`src/rtl/compound_port_arbiter_pkg.sv`:
```
// Shared types for the compound-port arbiter: payload record, FSM states and
// the round-robin search used by the priority picker.
package compound_port_arbiter_types;

    localparam int unsigned MAX_N     = 16;
    localparam int unsigned IDX_MAX_W = 4;

    typedef struct packed {
        logic        last;
        logic [31:0] payload;
    } compound_t;

    localparam int unsigned COMPOUND_W = $bits(compound_t);

    typedef enum logic {
        ST_IDLE = 1'b0,
        ST_SEND = 1'b1
    } state_e;

    typedef struct packed {
        logic                 found;
        logic [IDX_MAX_W-1:0] idx;
    } pick_t;

    // Rotate so last+1 is the lowest position, find first set, rotate back.
    function automatic pick_t rr_pick(input logic [MAX_N-1:0]     req,
                                      input logic [IDX_MAX_W-1:0] last,
                                      input int unsigned          n);
        pick_t       res;
        int unsigned pos;
        res = '0;
        for (int unsigned k = 0; k < MAX_N; k++) begin
            pos = (32'(last) + 32'd1 + k) % n;
            if (!res.found && (k < n) && req[IDX_MAX_W'(pos)]) begin
                res.found = 1'b1;
                res.idx   = IDX_MAX_W'(pos);
            end
        end
        return res;
    endfunction

endpackage

```
`src/rtl/compound_port_arbiter_picker.sv`:
```
// Combinational round-robin picker: first active request after last_i,
// wrapping at N.
module rr_priority_picker
    import compound_port_arbiter_types::*;
#(
    parameter  int unsigned N     = 4,
    localparam int unsigned IDX_W = (N > 1) ? $clog2(N) : 1
) (
    input  logic [N-1:0]     req_i,
    input  logic [IDX_W-1:0] last_i,
    output logic [IDX_W-1:0] idx_c_o,
    output logic             found_c_o
);

    pick_t pick_c;

    always_comb begin
        pick_c    = rr_pick(MAX_N'(req_i), IDX_MAX_W'(last_i), N);
        idx_c_o   = IDX_W'(pick_c.idx);
        found_c_o = pick_c.found;
    end

endmodule

```
`src/rtl/compound_port_arbiter.sv`:
```
// Round-robin arbiter sharing one blocking compound output port between N
// requesters through a one-entry holding register.
module compound_port_arbiter
    import compound_port_arbiter_types::*;
#(
    parameter  int unsigned N      = 4,
    parameter  int unsigned DATA_W = COMPOUND_W,
    localparam int unsigned IDX_W  = (N > 1) ? $clog2(N) : 1
) (
    input  logic                  clk,
    input  logic                  rst,
    input  logic [N*DATA_W-1:0]   req_data_i,
    input  logic [N-1:0]          req_notify_i,
    output logic [N-1:0]          req_sync_o,
    output logic [DATA_W-1:0]     b_out_o,
    input  logic                  b_out_sync_i,
    output logic                  b_out_notify_o,
    output logic [IDX_W-1:0]      grant_id_o,
    output logic                  busy_o
);

    state_e            state_q;
    logic [DATA_W-1:0] b_out_q;
    logic              notify_q;
    logic [IDX_W-1:0]  grant_q;
    logic [IDX_W-1:0]  last_q;

    logic [IDX_W-1:0]  win_c;
    logic              found_c;
    logic              accept_ok_c;
    logic              take_c;

    rr_priority_picker #(.N(N)) u_picker (
        .req_i     (req_notify_i),
        .last_i    (last_q),
        .idx_c_o   (win_c),
        .found_c_o (found_c)
    );

    // Register can accept when empty or when it is being drained this cycle.
    always_comb begin
        accept_ok_c = (state_q == ST_IDLE) || b_out_sync_i;
        take_c      = accept_ok_c && found_c && !rst;
        req_sync_o  = '0;
        if (take_c) begin
            req_sync_o[win_c] = 1'b1;
        end
    end

    always_ff @(posedge clk or posedge rst) begin
        if (rst) begin
            state_q  <= ST_IDLE;
            b_out_q  <= '0;
            notify_q <= 1'b0;
            grant_q  <= '0;
            last_q   <= IDX_W'(N - 1);
        end else if (take_c) begin
            state_q  <= ST_SEND;
            b_out_q  <= req_data_i[32'(win_c) * DATA_W +: DATA_W];
            notify_q <= 1'b1;
            grant_q  <= win_c;
            last_q   <= win_c;
        end else if ((state_q == ST_SEND) && b_out_sync_i) begin
            state_q  <= ST_IDLE;
            notify_q <= 1'b0;
        end
    end

    assign b_out_o        = b_out_q;
    assign b_out_notify_o = notify_q;
    assign grant_id_o     = grant_q;
    assign busy_o         = (state_q == ST_SEND);

endmodule
```
`config.mk`:
```
export PLATFORM = sky130hd
export DESIGN_NAME = compound_port_arbiter
export DESIGN_NICKNAME = d
export VERILOG_FILES = /design/src/rtl/compound_port_arbiter_pkg.sv /design/src/rtl/compound_port_arbiter_picker.sv /design/src/rtl/compound_port_arbiter.sv
export SDC_FILE = /design/constraint.sdc
export NUM_CORES = 1
export LEC_CHECK = 0
export CAP_MARGIN = 25
export CORE_MARGIN = 2
export CORE_UTILIZATION = 35
export CTS_CLUSTER_DIAMETER = 150
export DETAILED_ROUTE_END_ITERATION = 10
export DONT_BUFFER_PORTS = 1
export HOLD_SLACK_MARGIN = 0.03
export PLACE_DENSITY = 0.55
export SYNTH_ARGS = -nofsm -noshare
export SYNTH_HDL_FRONTEND = slang
export SYNTH_SLANG_ARGS = --single-unit
export TNS_END_PERCENT = 50
```
`constraint.sdc`:
```
create_clock -name clk -period 2 [get_ports clk]
set_input_delay 0.5 -clock clk [delete_from_list [all_inputs] [get_ports clk]]
set_output_delay 0.5 -clock clk [all_outputs]
set_load 0.03 [all_outputs]
```
## Word-level counts from Yosys, hierarchy flattened

Cells that the tools add are included.

| word-level totals | value |
|---|---|
| word-level logic and storage cells | 47 |
| output and inout port bits | 41 |
| memory bits (read-only) | 0 |
| memories | 0 |
| latch bits | 0 |
| input port bits | 139 |
| memory bits (writable) | 0 |
| register bits after elaboration | 38 |

| operators by class | value |
|---|---|
| bitwise logic cells | 1 |
| div/mod/pow operators | 0 |
| reduce and logical (&&, ||, !) cells | 13 |
| add/sub/neg operators | 4 |
| multipliers | 1 |
| eq/ne operators | 0 |
| shift operators | 1 |
| magnitude comparators | 6 |
| multiplexer cells | 17 |

Operator list:

| operator | count |
|---|---|
| indexed part select 132 x 9 -> 33 bit | 1 |
| < comparator 2 x 5 -> 1 bit (second input constant) | 4 |
| 2-to-1 mux 5 bit | 4 |
| binary-select mux 1 bit (select 2 bit) | 4 |
| multiplier 2 x 6 -> 8 bit (second input constant) | 1 |
| logical AND 1 bit | 7 |
| 2-to-1 mux 1 bit | 7 |
| adder 2 x 1 -> 2 bit (second input constant) | 2 |
| adder 2 bit (second input constant) | 2 |
| logical NOT 1 bit | 4 |
| 2-to-1 mux 4 bit | 1 |
| < comparator 2 x 3 -> 1 bit (second input constant) | 1 |
| demux 1 bit (select 2 bit) | 1 |
| >= comparator 2 x 1 -> 1 bit (second input constant) | 1 |
| nonzero test 2 bit | 1 |
| logical OR 1 bit | 1 |
| NOT 1 bit | 1 |

## Depth between registers and ports, before layout

| logic depth | value |
|---|---|
| depth in word-level cells | 18 |
| mapped depth | 8 |
| gate-level depth less buffers | 5 |

## Cells and area by module

A second synthesis with hierarchy kept.

| second synthesis, totals | value |
|---|---|
| cells, all modules | 145 |
| area, all modules | 2342.2 um^2 |

By module, submodules not included:

| module | sequential area each (um^2) | area each (um^2) | cells an instance | times used |
|---|---|---|---|---|
| compound_port_arbiter | 953.4 | 2250.9 | 131 | 1 |
| rr_priority_picker | 0.0 | 91.3 | 14 | 1 |

## Worst setup path after synthesis

OpenSTA, ideal clock, no wires.

| timing path | value |
|---|---|
| path kind | input port to output port |
| start | in req_notify_i[3] |
| end | out req_sync_o[2] |
| arrival time | 1.801 ns |
| stages | 7 |
| required time | 1.500 ns |
| path slack | -0.301 ns |
| buffers on the path | 3 |
| cell sequence | buf_4 -> and2b_2 -> o21ai_2 -> o211a_1 -> buf_6 -> buf_6 -> and3_1 |

| between the ends | value |
|---|---|
| longest elaborated chain between the ends | 17 |
| elaborated cells between the ends (all ways) | 26 |
| those cells by class | order compare (2); mux (15); reduce/logical (9) |

Ends and longest elaborated chain:

| item | line | source |
|---|---|---|
| from (decl) | compound_port_arbiter.sv:13 | `input logic [N-1:0] req_notify_i,` |
| binary-select mux 1 bit (select 2 bit) | compound_port_arbiter_pkg.sv:34 | `if (!res.found && (k < n) && req[IDX_MAX_W'(pos)]) begin` |
| 2-to-1 mux 1 bit (implied by the code) | compound_port_arbiter_pkg.sv:34 |  |
| 2-to-1 mux 5 bit | compound_port_arbiter_pkg.sv:34 |  |
| logical NOT 1 bit | compound_port_arbiter_pkg.sv:34 |  |
| logical AND 1 bit | compound_port_arbiter_pkg.sv:34 |  |
| 2-to-1 mux 5 bit | compound_port_arbiter_pkg.sv:34 |  |
| logical NOT 1 bit | compound_port_arbiter_pkg.sv:34 |  |
| logical AND 1 bit | compound_port_arbiter_pkg.sv:34 |  |
| 2-to-1 mux 5 bit | compound_port_arbiter_pkg.sv:34 |  |
| logical NOT 1 bit | compound_port_arbiter_pkg.sv:34 |  |
| logical AND 1 bit | compound_port_arbiter_pkg.sv:34 |  |
| 2-to-1 mux 5 bit * | compound_port_arbiter_pkg.sv:34 |  |
| < comparator 2 x 3 -> 1 bit (implied by the code) or >= comparator 2 x 1 -> 1 bit (tied branches) | compound_port_arbiter.sv:46 | `req_sync_o[win_c] = 1'b1;` |
| logical AND 1 bit (implied by the code) | compound_port_arbiter.sv:46 |  |
| 2-to-1 mux 1 bit (implied by the code) | compound_port_arbiter.sv:46 |  |
| demux 1 bit (select 2 bit) | compound_port_arbiter.sv:46 |  |
| 2-to-1 mux 4 bit * | compound_port_arbiter.sv:45 | `if (take_c) begin` |
| to (decl) | compound_port_arbiter.sv:14 | `output logic [N-1:0] req_sync_o,` |

Mark *: on every way between the ends. The rest lies on a longest branch, timed or not. The select of a mux whose other input is x is not followed.

## Worst setup path after layout

| timing path | value |
|---|---|
| start | reg last_q[0] |
| end | out req_sync_o[2] |

| between the ends | value |
|---|---|
| longest elaborated chain between the ends | 18 |
| elaborated cells between the ends (all ways) | 30 |
| those cells by class | add/sub (4); order compare (2); mux (15); reduce/logical (9) |

Ends and longest elaborated chain:

| item | line | source |
|---|---|---|
| from (decl) | compound_port_arbiter.sv:26 | `logic [IDX_W-1:0] last_q;` |
| from (signal assigned) | compound_port_arbiter.sv:56 | `last_q <= IDX_W'(N - 1);` |
| from (signal assigned) | compound_port_arbiter.sv:62 | `last_q <= win_c;` |
| adder 2 x 1 -> 2 bit * | compound_port_arbiter_pkg.sv:33 | `pos = (32'(last) + 32'd1 + k) % n;` |
| parallel branches: the longest is 11 deep, another holds adder 2 x 1 -> 2 bit | -- |  |
| 2-to-1 mux 5 bit * | compound_port_arbiter_pkg.sv:34 |  |
| < comparator 2 x 3 -> 1 bit (implied by the code) or >= comparator 2 x 1 -> 1 bit (tied branches) | compound_port_arbiter.sv:46 |  |
| logical AND 1 bit (implied by the code) | compound_port_arbiter.sv:46 |  |
| 2-to-1 mux 1 bit (implied by the code) | compound_port_arbiter.sv:46 |  |
| demux 1 bit (select 2 bit) | compound_port_arbiter.sv:46 |  |
| 2-to-1 mux 4 bit * | compound_port_arbiter.sv:45 |  |

Every way passes the cells marked *. The select of a mux whose other input is x is not followed.

==> impl.org <==
** Run status
- The flow ran to the end, but the final reports show violations.
- The checks that failed: negative setup slack.

** Clock network
- Max H-tree Level :: 2
- Clk_lat worst skew :: 0.28 ns
- Number of CTS-inserted buffers :: 5
- Clock transition at the registers of the reported paths :: 0.08 ns
- TritonCTS clock tree :: built
- No sink is reached through more buffers than the 2 on the longest clock path.
- The clock drives 38 sinks.
- The tree is rooted in a clkbuf_8.

** Yosys
- Dividing the synthesized area by the synthesized cell count gives 9.46 sq um.
- The most used flip-flop cell after synthesis is dfrtp_1.
- After synthesis the netlist holds a flip-flop and latch count of 38.
- When the netlist entered floorplanning its net count stood at 452.
- Unique masters post-synth :: 35
- Post-synth design cell area :: 0.00296 sq mm
- Counting flops with an async set or reset pin after synthesis yields a share of 100%.
- Sequential cell area fraction in the yosys report :: 32.2%
- Number of enable-type register cells in the synthesized netlist :: 0
- Post-Synthesis Cells :: 313
- Warning count from the yosys run :: 0

** Timing
- Max Fclk :: 0.451 GHz
- Total count of hold-check failures in the final report :: 0
- Of the available clock period, the critical path in the final layout requires 111%.
- Total negative slack :: -3.07 ns
- Final worst-path setup slack :: -0.215 ns
- Pin slew with the least headroom to its limit :: 0.604 ns
- Headroom to the max-slew limit :: 59.7%
- Setup Viol. Count Final :: 28
- Worst hold-check slack :: 0.305 ns
- Subtracting the final worst setup slack from the clock period gives 2.21 ns.
- On the final layout, the worst clock skew is 0.00365 ns.
- Setup repair after global routing could not meet its margin everywhere.
- Max-slew violations :: 0

** Detailed routing
- In the routed layout, each cell is associated on average with a via count of 5.54.
- The routed layout has 2,408 vias.
- For this block, the routed nets add up to 8380 um of wire.
- The first routing iteration left 87 violations.
- DRT antenna net count :: 0
- After detailed routing, the number of remaining DRC violations is 0.
- Routed length per placed instance :: 19.3 um
- The first detailed-routing pass took 4 iterations.

** Setup path
- CP Depth :: 5
- Worst reg2reg path startpoint :: last_q[0]
- Worst setup path class :: reg -> out
- Worst-case reg-to-reg path depth :: 8
- Critical path cell sequence :: buf_4, or3b_4, o221a_4, buf_12, and3_4
- Number of buffers and inverters on the critical path :: 2
- Arrival time worst endpoint :: 1.71 ns
- CP peak stage delay :: 0.40 ns
- Type of element launching the critical path :: flip-flop
- Setup slack on the worst reg-to-reg path comes out at -0.14 ns.
- The most critical setup path has its startpoint at last_q[0].
- Worst Setup End Kind :: output port
- Following the worst setup path forward leads to its endpoint at req_sync_o[2].
- Required time at the endpoint of the critical path :: 1.50 ns
- Cell family with most CP delay :: simple AND/OR/NAND/NOR gates
- Critical path fanouts, max :: 11
- Endpoint of the worst register-to-register path :: b_out_o[18]
- Worst-path cell with the longest stage delay :: or3b_4

** Global route
- Entering global routing, the biggest net connects 27 pins.
- Global routing used 17.4% of the available tracks.
- Number of global-route vias before repair :: 2,231
- First-pass GRT wire length :: 12,000 um
- After global routing the overflow that remains totals 0.
- The number of antenna violations at the first check in global routing is 0.

** Worst hold path
- Hold Crit Class :: in -> reg

** Floorplan
- Std-Cell Rows :: 33
- Die height :: 96.0 um
- After floorplanning, the core was sized to cover 0.00822 sq mm.
- Starting Density :: 36.0%
- Total Die Area :: 0.00921 sq mm
- During I/O placement, the number of pins put on the boundary was 180.
- The die is 96.0 um wide.

** Finish
- Final net count :: 468
- Diodes inserted :: 0
- The post-route netlist has 40.9% of its cells at a drive strength greater than 1.
- Once layout is complete, the cells apart from fillers number 435.
- Compared with the post-synthesis result, the final layout area differs by 22.1%.
- After filler insertion, the fill cell instance count of the layout stands at 794.

** Placement
- After legalization and detailed placement, the total HPWL measured 6200 um.
- Counting tap cells, the placed design contains a total of 411 instances.
- Worst slack at placement :: -0.153 ns
- GP Congestion :: 0.775
- Port bufs :: 0

** Pwr
- Cell leakage power :: 1.46 nW
- Maximum ir drop on the vdd rail :: 0.498 mV
- Overall power consumption after layout is estimated at 4.07 mW.
- In this run the power density over the cells is 1130 mW/mm^2.

** Flow run
- Count of max-cap constraint violations :: 0
per-stage QoR:
| stage | util, % | instance area [sq um] |
|---|---|---|
| finish | 44.0 | 3610 |
| floorplan | - | 2990 |
| detailed placement | 37.7 | 3100 |
| CTS | 41.3 | 3390 |
| global route | 44.0 | 3610 |
| global placement | 37.7 | 3100 |
routing by layer:
layer	up-vias	global-route usage [%]	part of all wire, %
met3	4	4.15	7.1
met2	88	29.4	52
met4	0	5.48	0.84
li1	1148	-	-
met1	1168	21.9	40
met5	-	0	0
synth_stat cells (2+ instances only):
cell type / count / area share [%]
nand2_1: 68 / 8.6
nor2_1: 42 / 5.3
dfrtp_1: 36 / 30
a22oi_1: 33 / 8.4
mux2_4: 26 / 13
a31oi_2: 25 / 11
buf_6: 10 / 3.8
clkbuf_1: 10 / 1.3
a31oi_1: 8 / 1.7
mux2_2: 7 / 2.7
buf_4: 5 / 1.3
inv_1: 5 / 0.63
o21ai_0: 5 / 0.85
buf_2: 4 / 0.68
a21oi_1: 3 / 0.51
and2_1: 2 / 0.42
buf_12: 2 / 1.4
dfstp_2: 2 / 1.8
nor2b_1: 2 / 0.42
o211a_1: 2 / 0.68
o21ai_2: 2 / 0.59
worst register-to-register path, cell delays in order (launching register included):
cell     delay (ns)
dfstp_2        0.55
and2b_2        0.26
o21ai_2        0.16
o211a_4        0.21
buf_4          0.12
buf_12         0.12
buf_12         0.13
mux2_2         0.34
a31oi_1        0.17
what timing repair did:
| action | in CTS | in global routing |
|---|---|---|
| endpoints found under the hold margin | 3 | 0 |
| buffers inserted | 9 | 3 |
| hold buffers | 1 | 0 |
| pin swaps | 6 | 9 |
| endpoints found under the setup margin | 35 | 37 |
| cloned | 2 | 1 |
| resized for setup | 10 | 32 |
state kept, by name, indices dropped and copies added (netlist names):
register / count
b_out_notify_o: 1
b_out_o: 33
grant_id_o: 2
last_q: 2
area by class of cell:
class	instances	area (sq um)	share of cell area, %
Clock buffer	7	76.3	2.11
Clock inverter	1	30.0	0.831
Inverter	5	18.8	0.519
Multi-Input combinational cell	239	1940	53.7
Sequential cell	38	953	26.4
Tap cell	105	131	3.63
Timing Repair Buffer	40	463	12.8
power by group:
group          internal, mW  switching, mW
Clock                 0.374          0.271
Combinational         0.992          0.862
Sequential            0.984          0.584
cells by family after synthesis:
kind of cell / Yosys count / share of synthesized area (%)
and+or+nand+nor: 119 / 16.4
AOI/OAI and AO/OA: 87 / 26.6
DFF: 38 / 32.2
buffers and inverters: 36 / 9.00
muxes: 33 / 15.8
cells in the final DEF (no fill, tap or decap), drive strengths merged:
| master | n |
|---|---|
| a21boi | 2 |
| nor2 | 42 |
| a211oi | 2 |
| dfstp | 2 |
| a21o | 1 |
| o221ai | 1 |
| dfrtp | 36 |
| a31oi | 33 |
| a22oi | 33 |
| nand2b | 1 |
| and3 | 1 |
| bufbuf | 1 |
| nand2 | 68 |
| and2 | 2 |
| o311a | 1 |
| o2bb2ai | 1 |
| or3b | 1 |
| mux2 | 33 |
| o221a | 1 |
| nor4 | 1 |
| o211a | 2 |
| buf | 37 |
| o21ai | 7 |
| clkbuf | 8 |
| a21oi | 3 |
| inv | 5 |
| dlygate4sd3 | 1 |
| nor2b | 2 |
| bufinv | 1 |
| and2b | 1 |
how the worst min path moves through the flow:
stage                     slack, ns             end  cells after the start  start
final                          0.30  b_out_notify_o                      1    rst
after CTS                      0.30  b_out_notify_o                      1    rst
after global placement         0.34     b_out_o[20]                      1    rst
after floorplan                0.60  b_out_notify_o                      1    rst
after detailed placement       0.34     b_out_o[20]                      1    rst
after global routing           0.30  b_out_notify_o                      1    rst
Note: power is estimated with default switching activity, not from simulation.
